[src/rtl/line_clear_ctrl.sv]
// line_clear_ctrl: bottom-up full-row detection and collapse sequencer for the board memory
module line_clear_ctrl #(
    parameter int MEM_WIDTH  = 10,
    parameter int MEM_HEIGHT = 20,
    parameter int ADDR_W     = $clog2(MEM_HEIGHT),
    parameter int CNT_W      = $clog2(MEM_HEIGHT + 1)
) (
    input  logic                 clk,
    input  logic                 rst,
    input  logic                 start,
    output logic                 busy,
    output logic                 done,
    output logic [CNT_W-1:0]     lines,
    output logic [15:0]          total_lines,
    output logic [ADDR_W-1:0]    mem_addr,
    output logic                 mem_rd_en,
    input  logic [MEM_WIDTH-1:0] mem_rd_data,
    output logic                 mem_wr_en,
    output logic [MEM_WIDTH-1:0] mem_wr_data
);
    typedef enum logic [2:0] {IDLE, RD, CHK, SH_RD, SH_WR, CLR_TOP, DONE} state_t;

    localparam logic [ADDR_W-1:0] BOTTOM = ADDR_W'(MEM_HEIGHT - 1);
    localparam logic [ADDR_W-1:0] ONE    = ADDR_W'(1);

    state_t            state, state_nxt;
    logic [ADDR_W-1:0] r, k;
    logic              full;

    assign full = &mem_rd_data;

    // state register, asynchronously cleared to IDLE
    always_ff @(posedge clk or negedge rst) begin
        if (!rst) state <= IDLE;
        else      state <= state_nxt;
    end

    // next-state and memory port decode; port idles at zero without a strobe
    always_comb begin
        state_nxt   = state;
        busy        = state != IDLE;
        done        = 1'b0;
        mem_rd_en   = 1'b0;
        mem_wr_en   = 1'b0;
        mem_addr    = '0;
        mem_wr_data = '0;
        case (state)
            IDLE:    state_nxt = start ? RD : IDLE;
            RD: begin
                mem_rd_en = 1'b1;
                mem_addr  = r;
                state_nxt = CHK;
            end
            CHK:     state_nxt = full ? ((r != '0) ? SH_RD : CLR_TOP) : ((r != '0) ? RD : DONE);
            SH_RD: begin
                mem_rd_en = 1'b1;
                mem_addr  = k - ONE;
                state_nxt = SH_WR;
            end
            SH_WR: begin
                mem_wr_en   = 1'b1;
                mem_addr    = k;
                mem_wr_data = mem_rd_data;
                state_nxt   = (k == ONE) ? CLR_TOP : SH_RD;
            end
            CLR_TOP: begin
                mem_wr_en = 1'b1;
                state_nxt = RD;
            end
            DONE: begin
                done      = 1'b1;
                state_nxt = IDLE;
            end
            default: state_nxt = IDLE;
        endcase
    end

    // row/shift pointers and line counters; r stays put after a clear so the row is re-checked
    always_ff @(posedge clk or negedge rst) begin
        if (!rst) begin
            r           <= '0;
            k           <= '0;
            lines       <= '0;
            total_lines <= '0;
        end else begin
            case (state)
                IDLE: if (start) begin
                    r     <= BOTTOM;
                    lines <= '0;
                end
                CHK: if (full) begin
                    k           <= r;
                    lines       <= lines + CNT_W'(1);
                    total_lines <= (&total_lines) ? total_lines : total_lines + 16'd1;
                end else if (r != '0) begin
                    r <= r - ONE;
                end
                SH_WR: k <= k - ONE;
                default: ;
            endcase
        end
    end
endmodule

[config.mk]
export PLATFORM = sky130hd
export DESIGN_NAME = line_clear_ctrl
export DESIGN_NICKNAME = d
export VERILOG_FILES = /design/src/rtl/line_clear_ctrl.sv
export SDC_FILE = /design/constraint.sdc
export NUM_CORES = 1
export LEC_CHECK = 0
export BUFFER_PORTS_ARGS = -buffer_cell sky130_fd_sc_hd__buf_4
export CAP_MARGIN = 20
export CORE_MARGIN = 10
export CORE_UTILIZATION = 53
export DETAILED_ROUTE_END_ITERATION = 10
export PLACE_DENSITY = 0.8
export SYNTH_ARGS = -nofsm -noshare
export SYNTH_HDL_FRONTEND = slang
export SYNTH_SLANG_ARGS = --single-unit
[constraint.sdc]
create_clock -name clk -period 2.5 [get_ports clk]
set_input_delay 0.25 -clock clk [delete_from_list [all_inputs] [get_ports clk]]
set_output_delay 0.25 -clock clk [all_outputs]
set_load 0.02 [all_outputs]
==> impl_metrics.csv, run 1 <==
group,metric,value,unit
timing,drv_slew,0,
hold_path,hold_start,"start",
drt,viasPerCell,5.97,
clock_network,clk-insertion-delay-late,0.29,ns
synth,syn_area,0.00211,mm^2
timing,fin_skew,0.00492,ns
placed_design,pre_cts_ws,0.407,ns
clock_network,cts_buffer_depth,2,
setup_path,r2r_slack,0.37,ns
synth,syn_nets,255,
hold_path,hold_class,"input port to flip-flop",
power,ir_worst_vdd,332,uV
power,leakage,1.30,nW
synth,synth-async-reset-ratio,100,%
die,start_util,56.0,%
clock_network,cts_tree,"done",
timing,fmax,451,MHz
clock_network,cts_sinks,34,
setup_path,crit_slowest_cell,"dfrtp_1",
die,die_y,83.1,um
die,placementRows,22,
setup_path,critPathLaunchType,"flip-flop",
timing,rsz0062_at_grt,"no",
die,die_x,83.1,um
setup_path,reg2reg_from,"r[0]",
die,pin_count,53,
cells_and_area,nNetsFinal,310,
drt,drt-total-wl,5750,um
die,die_area,0.00691,mm^2
timing,slew_headroom,71.0,%
drt,drt_iter0_drc,144,
drt,postRouteAntennaNets,0,
timing,worst_pin_slew,0.435,ns
placed_design,hpwl,4300,um
timing,final.setup.tns,0,ns
clock_network,clk_pin_slew,0.07,ns
outcome,status,"completed",
timing,layout_setup_ws,0.282,ns
synth,synth_top_cell_area_share,40.3,%
cells_and_area,final_cell_mix,"buf_4 (60), dfrtp_1 (34), nand2_1 (19)",
setup_path,max_stage_delay,0.46,ns
clock_network,postCtsHoldBufs,1,
synth,synth_edf_count,0,
drt,first_pass_iters,5,
setup_path,endpoint_kind,"primary output",
placed_design,place.gp.congestion,0.833,
setup_path,cp.arrival,1.97,ns
synth,synth-seq-area-share,40.3,%
timing,setup_viol,0,
drt,route.detailed.drc,0,
global_route,track_usage,16.4,%
setup_path,cp_max_fo,8,
cells_and_area,area.growth.synth_to_final,27.1,%
clock_network,post_cts_buffers,0,
global_route,grt_max_degree,35,
synth,yosysWarnings,0,
power,power_density,422,mW/mm^2
synth,synth_cell_type_count,45,
clock_network,cts_buffers,5,
synth,synth_top_cell_by_area,"dfrtp_1",
clock_network,htree_levels,2,
cells_and_area,diodes,0,
synth,synth_top_cells_by_area,"dfrtp_1 (40%), nand3_1 (4.0%), ha_1 (3.6%), nand2_1 (3.4%), a21oi_1 (3.3%)",
global_route,grt_pass1_wl,9640,um
cells_and_area,layout-drive-gt1-share,27.4,%
synth,synth_flop_cell,"dfrtp_1",
die,core_area,0.00377,mm^2
timing,fin_crit,2.22,ns
global_route,grt_overflow,0,
global_route,antenna_found_initial,0,
timing,min_period_over_period,88.7,%
placed_design,portBuffers,52,
global_route,grt_pass1_vias,2037,
synth,ys_seq_elements,34,
setup_path,worstPathRequired,2.25,ns
synth,synth.avg_cell_area,8.95,um^2
clock_network,cts_root_buf,"clkbuf_8",
timing,final-hold-violation-count,0,
cells_and_area,final_common_cell,"buf_4",
power,finalPower,1.13,mW
synth,synthCells,236,
setup_path,crit_type,"flip-flop to primary output",
job,drv_cap,0,
setup_path,critPathLaunch,"k[0]",
drt,num_vias,2029,
clock_network,cts_resized,0,
drt,avgRoutedWirePerCell,16.9,um
setup_path,worstPathCellList,"inv_1, ha_1, nor3b_1, xnor2_1, a21oi_1, a22o_1, buf_4",
==> worst max-delay path: cells and delay by family, from the launching register on <==
| family | cells | cell delay [ns] |
|---|---|---|
| flip-flops | 1 | 0.46 |
| AO/OA/AOI/OAI | 2 | 0.29 |
| AND/OR/NAND/NOR | 1 | 0.27 |
| buffers and inverters | 2 | 0.25 |
| adder cells (fa/ha/maj) | 1 | 0.21 |
| XOR/XNOR | 1 | 0.18 |
==> sequential cells by signal (all words and copies together) (netlist names) <==
register and cells:
r 5, state 3, total_lines 16, k 5, lines 5
==> Yosys cell counts, types with 7 or more instances <==
| cell type | number |
|---|---|
| dfrtp_1 | 34 |
| nand2_1 | 19 |
| nand3_1 | 17 |
| a21oi_1 | 14 |
| nor2_1 | 14 |
| inv_1 | 11 |
| and2_1 | 10 |
| clkbuf_1 | 9 |
| o21ai_0 | 9 |
| nor4_1 | 8 |
| xor2_1 | 8 |
| nand4_1 | 7 |
| xnor2_1 | 7 |
==> layout make-up <==
cell class	count	area (um^2)
fill	300	1080
sequential	34	851
clock buffer	5	68.8
tap	48	60.1
clock inverter	3	40.0
inverter	11	41.3
timing repair buffer	61	460
multi-input combinational	178	1160
==> layer usage <==
layer,global-route usage [%],part of all wire [%],up-vias
met5,0,0,-
met4,6.77,2.0,0
met3,5.37,7.2,12
met2,27.4,51,89
met1,18.6,40,968
li1,-,-,960
==> metrics by stage <==
step	hold slack, ns	util [%]	cell area (um^2)	cells
2_1_floorplan	-0.0456	-	2110	236
3_3_place_gp	0.223	68.1	2570	331
3_5_place_dp	0.223	68.1	2570	331
4_1_cts	0.365	71.2	2690	340
5_1_grt	0.408	71.2	2690	340
6_report	0.366	71.2	2690	340
==> power breakdown <==
group	leakage (nW)	internal, mW	switching, mW
combinational	0.800	0.0332	0.0407
clock	0.0579	0.293	0.209
sequential	0.441	0.553	0.00440
==> kinds of logic (layout without fill, tap and decap cells) <==
| logic type | Yosys count | count (layout) | share of synthesized area, % |
|---|---|---|---|
| AO/OA/AOI/OAI | 38 | 38 | 11.0 |
| XOR/XNOR | 15 | 15 | 6.22 |
| adder cells (fa/ha/maj) | 6 | 6 | 3.55 |
| buffers and inverters | 24 | 80 | 4.91 |
| flip-flops | 34 | 34 | 40.3 |
| multiplexers | 9 | 9 | 4.44 |
| AND/OR/NAND/NOR | 110 | 110 | 29.6 |
==> final timing paths <==
check | cells after the start | to
worst min register to register | 1 | total_lines[13]
worst max register to register | 8 | state[1]
min in group asynchronous | 2 | state[2]
worst max-delay path | 7 | mem_addr[4]
worst min-delay path | 4 | r[3]
max in group asynchronous | 2 | lines[0]
No activity file was read; power rests on OpenSTA's default activity.
==> run 2, diff against run 1 <==
Settings changed: CORE_UTILIZATION 53 to 29, PLACE_DENSITY 0.8 to not set.
Clock period 2.5 ns to 2.45 ns, I/O delays scaled along.
==> run 2 against run 1 <==
Highest routed layer unchanged; clock-buffer cell count unchanged; largest power group unchanged; worst setup slack got worse by 0.063 ns; wire length increased by 1.8%; register-to-register slack got worse by 0.06 ns; critical path type unchanged; sequential power increased by 2%.
==> impl_metrics.csv, run 2 (same netlist as run 1, synthesis figures left out) <==
group,metric,value,unit
outcome,status,"completed",
clock_network,post_cts_buffers,0,
setup_path,ff2ff_path_depth,8,
drt,viasPerCell,5.04,
job,drv_cap,0,
setup_path,cp_max_fo,8,
timing,worst_pin_slew,0.454,ns
timing,min_period_over_period,91.1,%
global_route,grt_pass1_vias,1903,
timing,fmax,448,MHz
drt,postRouteAntennaNets,0,
cells_and_area,diodes,0,
setup_path,worstPathRequired,2.20,ns
hold_path,hold_start,"start",
setup_path,critPathLaunch,"k[0]",
power,finalPower,1.17,mW
clock_network,clk-insertion-delay-late,0.29,ns
setup_path,endpoint_kind,"primary output",
drt,route.detailed.drc,0,
clock_network,cts_sinks,34,
power,leakage,1.29,nW
setup_path,max_stage_delay,0.47,ns
setup_path,worstPathCellList,"inv_1, ha_1, nor3b_1, xnor2_1, a21oi_1, a22o_1, buf_4",
global_route,grt_pass1_wl,9610,um
global_route,grt_overflow,0,
timing,fin_skew,0.00665,ns
drt,avgRoutedWirePerCell,15.0,um
placed_design,hpwl,4480,um
timing,rsz0062_at_grt,"no",
drt,first_pass_iters,4,
setup_path,cp.arrival,1.99,ns
cells_and_area,nFillCells,720,
die,core_area,0.00718,mm^2
cells_and_area,layout-drive-gt1-share,27.4,%
clock_network,cts_root_buf,"clkbuf_8",
cells_and_area,final_common_cell,"buf_4",
drt,num_vias,1969,
clock_network,htree_levels,2,
die,pin_count,53,
timing,layout_setup_ws,0.219,ns
die,die_y,105,um
die,die_x,105,um
placed_design,place.gp.congestion,0.811,
clock_network,clk_pin_slew,0.08,ns
cells_and_area,area.growth.synth_to_final,30.4,%
setup_path,crit_slowest_cell,"dfrtp_1",
cells_and_area,top_register,"total_lines",
setup_path,critPathLaunchType,"flip-flop",
global_route,grt_max_degree,35,
cells_and_area,nNetsFinal,310,
die,placementRows,31,
setup_path,cp.depth,7,
clock_network,postCtsHoldBufs,1,
timing,final.setup.tns,0,ns
global_route,track_usage,10.5,%
power,power_density,425,mW/mm^2
power,ir_worst_vdd,203,uV
drt,drt-total-wl,5860,um
die,die_area,0.0111,mm^2
global_route,antenna_found_initial,0,
setup_path,worst-path-buf-inv,2,
clock_network,cts_buffer_depth,2,
timing,final-hold-violation-count,0,
setup_path,reg2reg_from,"r[0]",
hold_path,worst_hold_path.num_cells,4,
setup_path,crit_type,"flip-flop to primary output",
clock_network,cts_buffers,5,
setup_path,crit_family,"flip-flops",
timing,drv_slew,0,
clock_network,cts_tree,"done",
timing,setup_viol,0,
hold_path,hold_class,"input port to flip-flop",
timing,slew_headroom,69.7,%
drt,drt_iter0_drc,103,
placed_design,portBuffers,52,
clock_network,cts_resized,0,
die,start_util,29.5,%
cells_and_area,final_cell_mix,"buf_4 (60), dfrtp_1 (34), nand2_1 (19)",
cells_and_area,largest_reg_flops,16,
timing,fin_crit,2.23,ns
placed_design,pre_cts_ws,0.343,ns
==> run 2: per-layer routing <==
metal	up-vias	wire, um	global-route usage, %
li1	970	-	-
met1	942	2630	13.1
met2	49	2790	16.7
met3	8	368	3.23
met4	0	68	3.53
met5	-	0	0
==> run 2: worst paths after layout <==
path / endpoint / slack, ns
worst max-delay path: mem_addr[4] / 0.22
max in group asynchronous: total_lines[10] / 1.68
worst min register to register: total_lines[13] / 0.51
worst min-delay path: lines[3] / 0.38
worst max register to register: state[1] / 0.31
min in group asynchronous: k[3] / 0.44
==> run 2: worst reg2reg max path: stages (launching register included) <==
cell,delay [ns]
dfrtp_1,0.44
inv_1,0.10
ha_1,0.18
or4b_2,0.66
inv_1,0.17
ha_1,0.25
inv_1,0.06
a22oi_1,0.07
o21ai_0,0.14
==> run 2: per-stage QoR <==
step / util, % / hold slack [ns] / cells / instance area [um^2]
floorplan: - / -0.0506 / 236 / 2110
global placement: 36.7 / 0.229 / 382 / 2630
detailed placement: 36.7 / 0.230 / 382 / 2630
CTS: 38.4 / 0.373 / 391 / 2760
global route: 38.4 / 0.426 / 391 / 2760
finish: 38.4 / 0.381 / 391 / 2760
==> run 2: cell type report <==
class	count	area [um^2]	area share, %
multi-input combinational	178	1160	42.3
tap	99	124	4.50
clock buffer	5	68.8	2.50
inverter	11	41.3	1.50
timing repair buffer	61	460	16.7
sequential	34	851	30.9
clock inverter	3	45.0	1.63
==> run 2: where the power goes <==
group	leakage (nW)	total, mW	internal [mW]	switching [mW]
clock	0.0504	0.527	0.303	0.224
combinational	0.800	0.0755	0.0339	0.0416
sequential	0.441	0.569	0.564	0.00467
total	1.29	1.17	0.901	0.271
==> run 3, diff against run 2 <==
Settings changed: GPL_TIMING_DRIVEN set to 0.
==> run 3 against run 2 <==
Global-route usage grew 0.11 points; clock skew grew 0.0027 ns; die area unchanged; wire length up 1.7%; combinational power hardly changed; critical endpoint is now mem_addr[0].
==> impl_metrics.csv, run 3 (same netlist as run 1, synthesis figures left out) <==
group,metric,value,unit
outcome,status,"completed",
cells_and_area,largest_reg_flops,16,
die,die_x,105,um
timing,fin_crit,2.29,ns
timing,fmax,437,MHz
placed_design,portBuffers,52,
clock_network,clk-insertion-delay-late,0.28,ns
power,power_density,391,mW/mm^2
clock_network,cts_tree,"done",
timing,setup_viol,0,
setup_path,cp.arrival,2.04,ns
drt,viasPerCell,4.98,
cells_and_area,design_area,0.00277,mm^2
timing,fin_skew,0.00938,ns
global_route,grt_pass1_wl,9760,um
timing,drv_slew,0,
die,start_util,29.5,%
die,core_area,0.00718,mm^2
timing,min_period_over_period,93.4,%
drt,drt-total-wl,5960,um
drt,drt_iter0_drc,70,
clock_network,cts_buffers,5,
cells_and_area,nNetsFinal,318,
setup_path,cp_max_fo,10,
cells_and_area,final_common_cell,"buf_4",
drt,postRouteAntennaNets,0,
cells_and_area,area.growth.synth_to_final,31.1,%
cells_and_area,layout-drive-gt1-share,26.7,%
timing,worst_pin_slew,0.933,ns
timing,rsz0062_at_grt,"no",
placed_design,hpwl,4470,um
hold_path,hold_class,"input port to flip-flop",
global_route,antenna_found_initial,0,
drt,route.detailed.drc,0,
die,die_area,0.0111,mm^2
job,drv_cap,0,
clock_network,htree_levels,2,
clock_network,cts_root_buf,"clkbuf_8",
clock_network,cts_buffer_depth,2,
timing,slew_headroom,37.3,%
drt,num_vias,1989,
die,placementRows,31,
drt,avgRoutedWirePerCell,14.9,um
global_route,grt_overflow,0,
timing,layout_setup_ws,0.163,ns
placed_design,dpl_cell_area,0.00263,mm^2
cells_and_area,diodes,0,
power,ir_worst_vdd,195,uV
cells_and_area,top_register,"total_lines",
clock_network,cts_sinks,34,
power,leakage,1.30,nW
cells_and_area,final_cell_mix,"buf_4 (56), dfrtp_1 (34), nand2_1 (19)",
global_route,track_usage,10.6,%
die,die_y,105,um
drt,first_pass_iters,4,
global_route,grt_pass1_vias,1923,
timing,final.setup.tns,0,ns
clock_network,clk_pin_slew,0.08,ns
placed_design,place.gp.congestion,0.802,
die,pin_count,53,
timing,final-hold-violation-count,0,
global_route,grt_max_degree,35,
power,finalPower,1.08,mW
setup_path,worstPathRequired,2.20,ns
setup_path,endpoint_kind,"primary output",
setup_path,crit_type,"flip-flop to primary output",
placed_design,pre_cts_ws,-0.0893,ns
setup_path,critPathLaunchType,"flip-flop",
## run 3: timing repair
item | CTS | global route
setup buffers | 1 | 2
pin swaps | 1 | 1
hold buffers | 1 | 0
cloned | 0 | 0
endpoints found under the hold margin | 34 | 0
resized for setup | 1 | 2
endpoints found under the setup margin | 4 | 3
## run 3: path summary, 6_finish.rpt
kind                            startpoint              end  slack, ns  cells after the start
setup reg to reg                  state[0]  total_lines[14]       0.23                      6
setup / recovery                  state[0]      mem_addr[0]       0.16                      5
min in group asynchronous              rst         state[1]       0.44                      2
hold reg to reg            total_lines[13]  total_lines[13]       0.51                      1
max in group asynchronous              rst  total_lines[10]       1.68                      2
hold / removal                       start         lines[3]       0.41                      4
## run 3: final cells by class
cell class,count,area (um^2)
clock inverters,2,12.5
multi-input cells,178,1170
inverters,11,41.3
fillers,731,4410
clock buffers,6,82.6
well taps,99,124
repair buffers,56,423
flip-flops and latches,34,851
plain buffers,13,62.6
## run 3: layer usage
layer	track usage (%)	wire length [um]	up-vias	share of wire, %
met5	0	0	-	0
li1	-	-	979	-
met2	16.6	2750	62	46
met3	3.35	362	9	6.1
met4	2.75	86	0	1.4
met1	13.7	2760	939	46
## run 3: power by group
| part | internal (mW) | switching (mW) |
|---|---|---|
| clock network | 0.226 | 0.212 |
| registers | 0.564 | 0.00448 |
| logic | 0.0339 | 0.0414 |
| total | 0.824 | 0.258 |
## run 3: metrics by stage
stage	hold slack [ns]	instances	utilization, %
detailed placement	0.226	387	36.6
floorplan	-0.0506	236	-
CTS	0.407	397	38.3
finish	0.414	399	38.6
global placement	0.227	387	36.6
global route	0.455	399	38.6
## run 3: worst max-delay path, stage by stage, from the launching register on
cell and delay, ns:
dfrtp_1 0.37, clkbuf_1 0.23, or3b_2 0.51, clkbuf_1 0.25, o21ai_0 0.22, buf_4 0.17
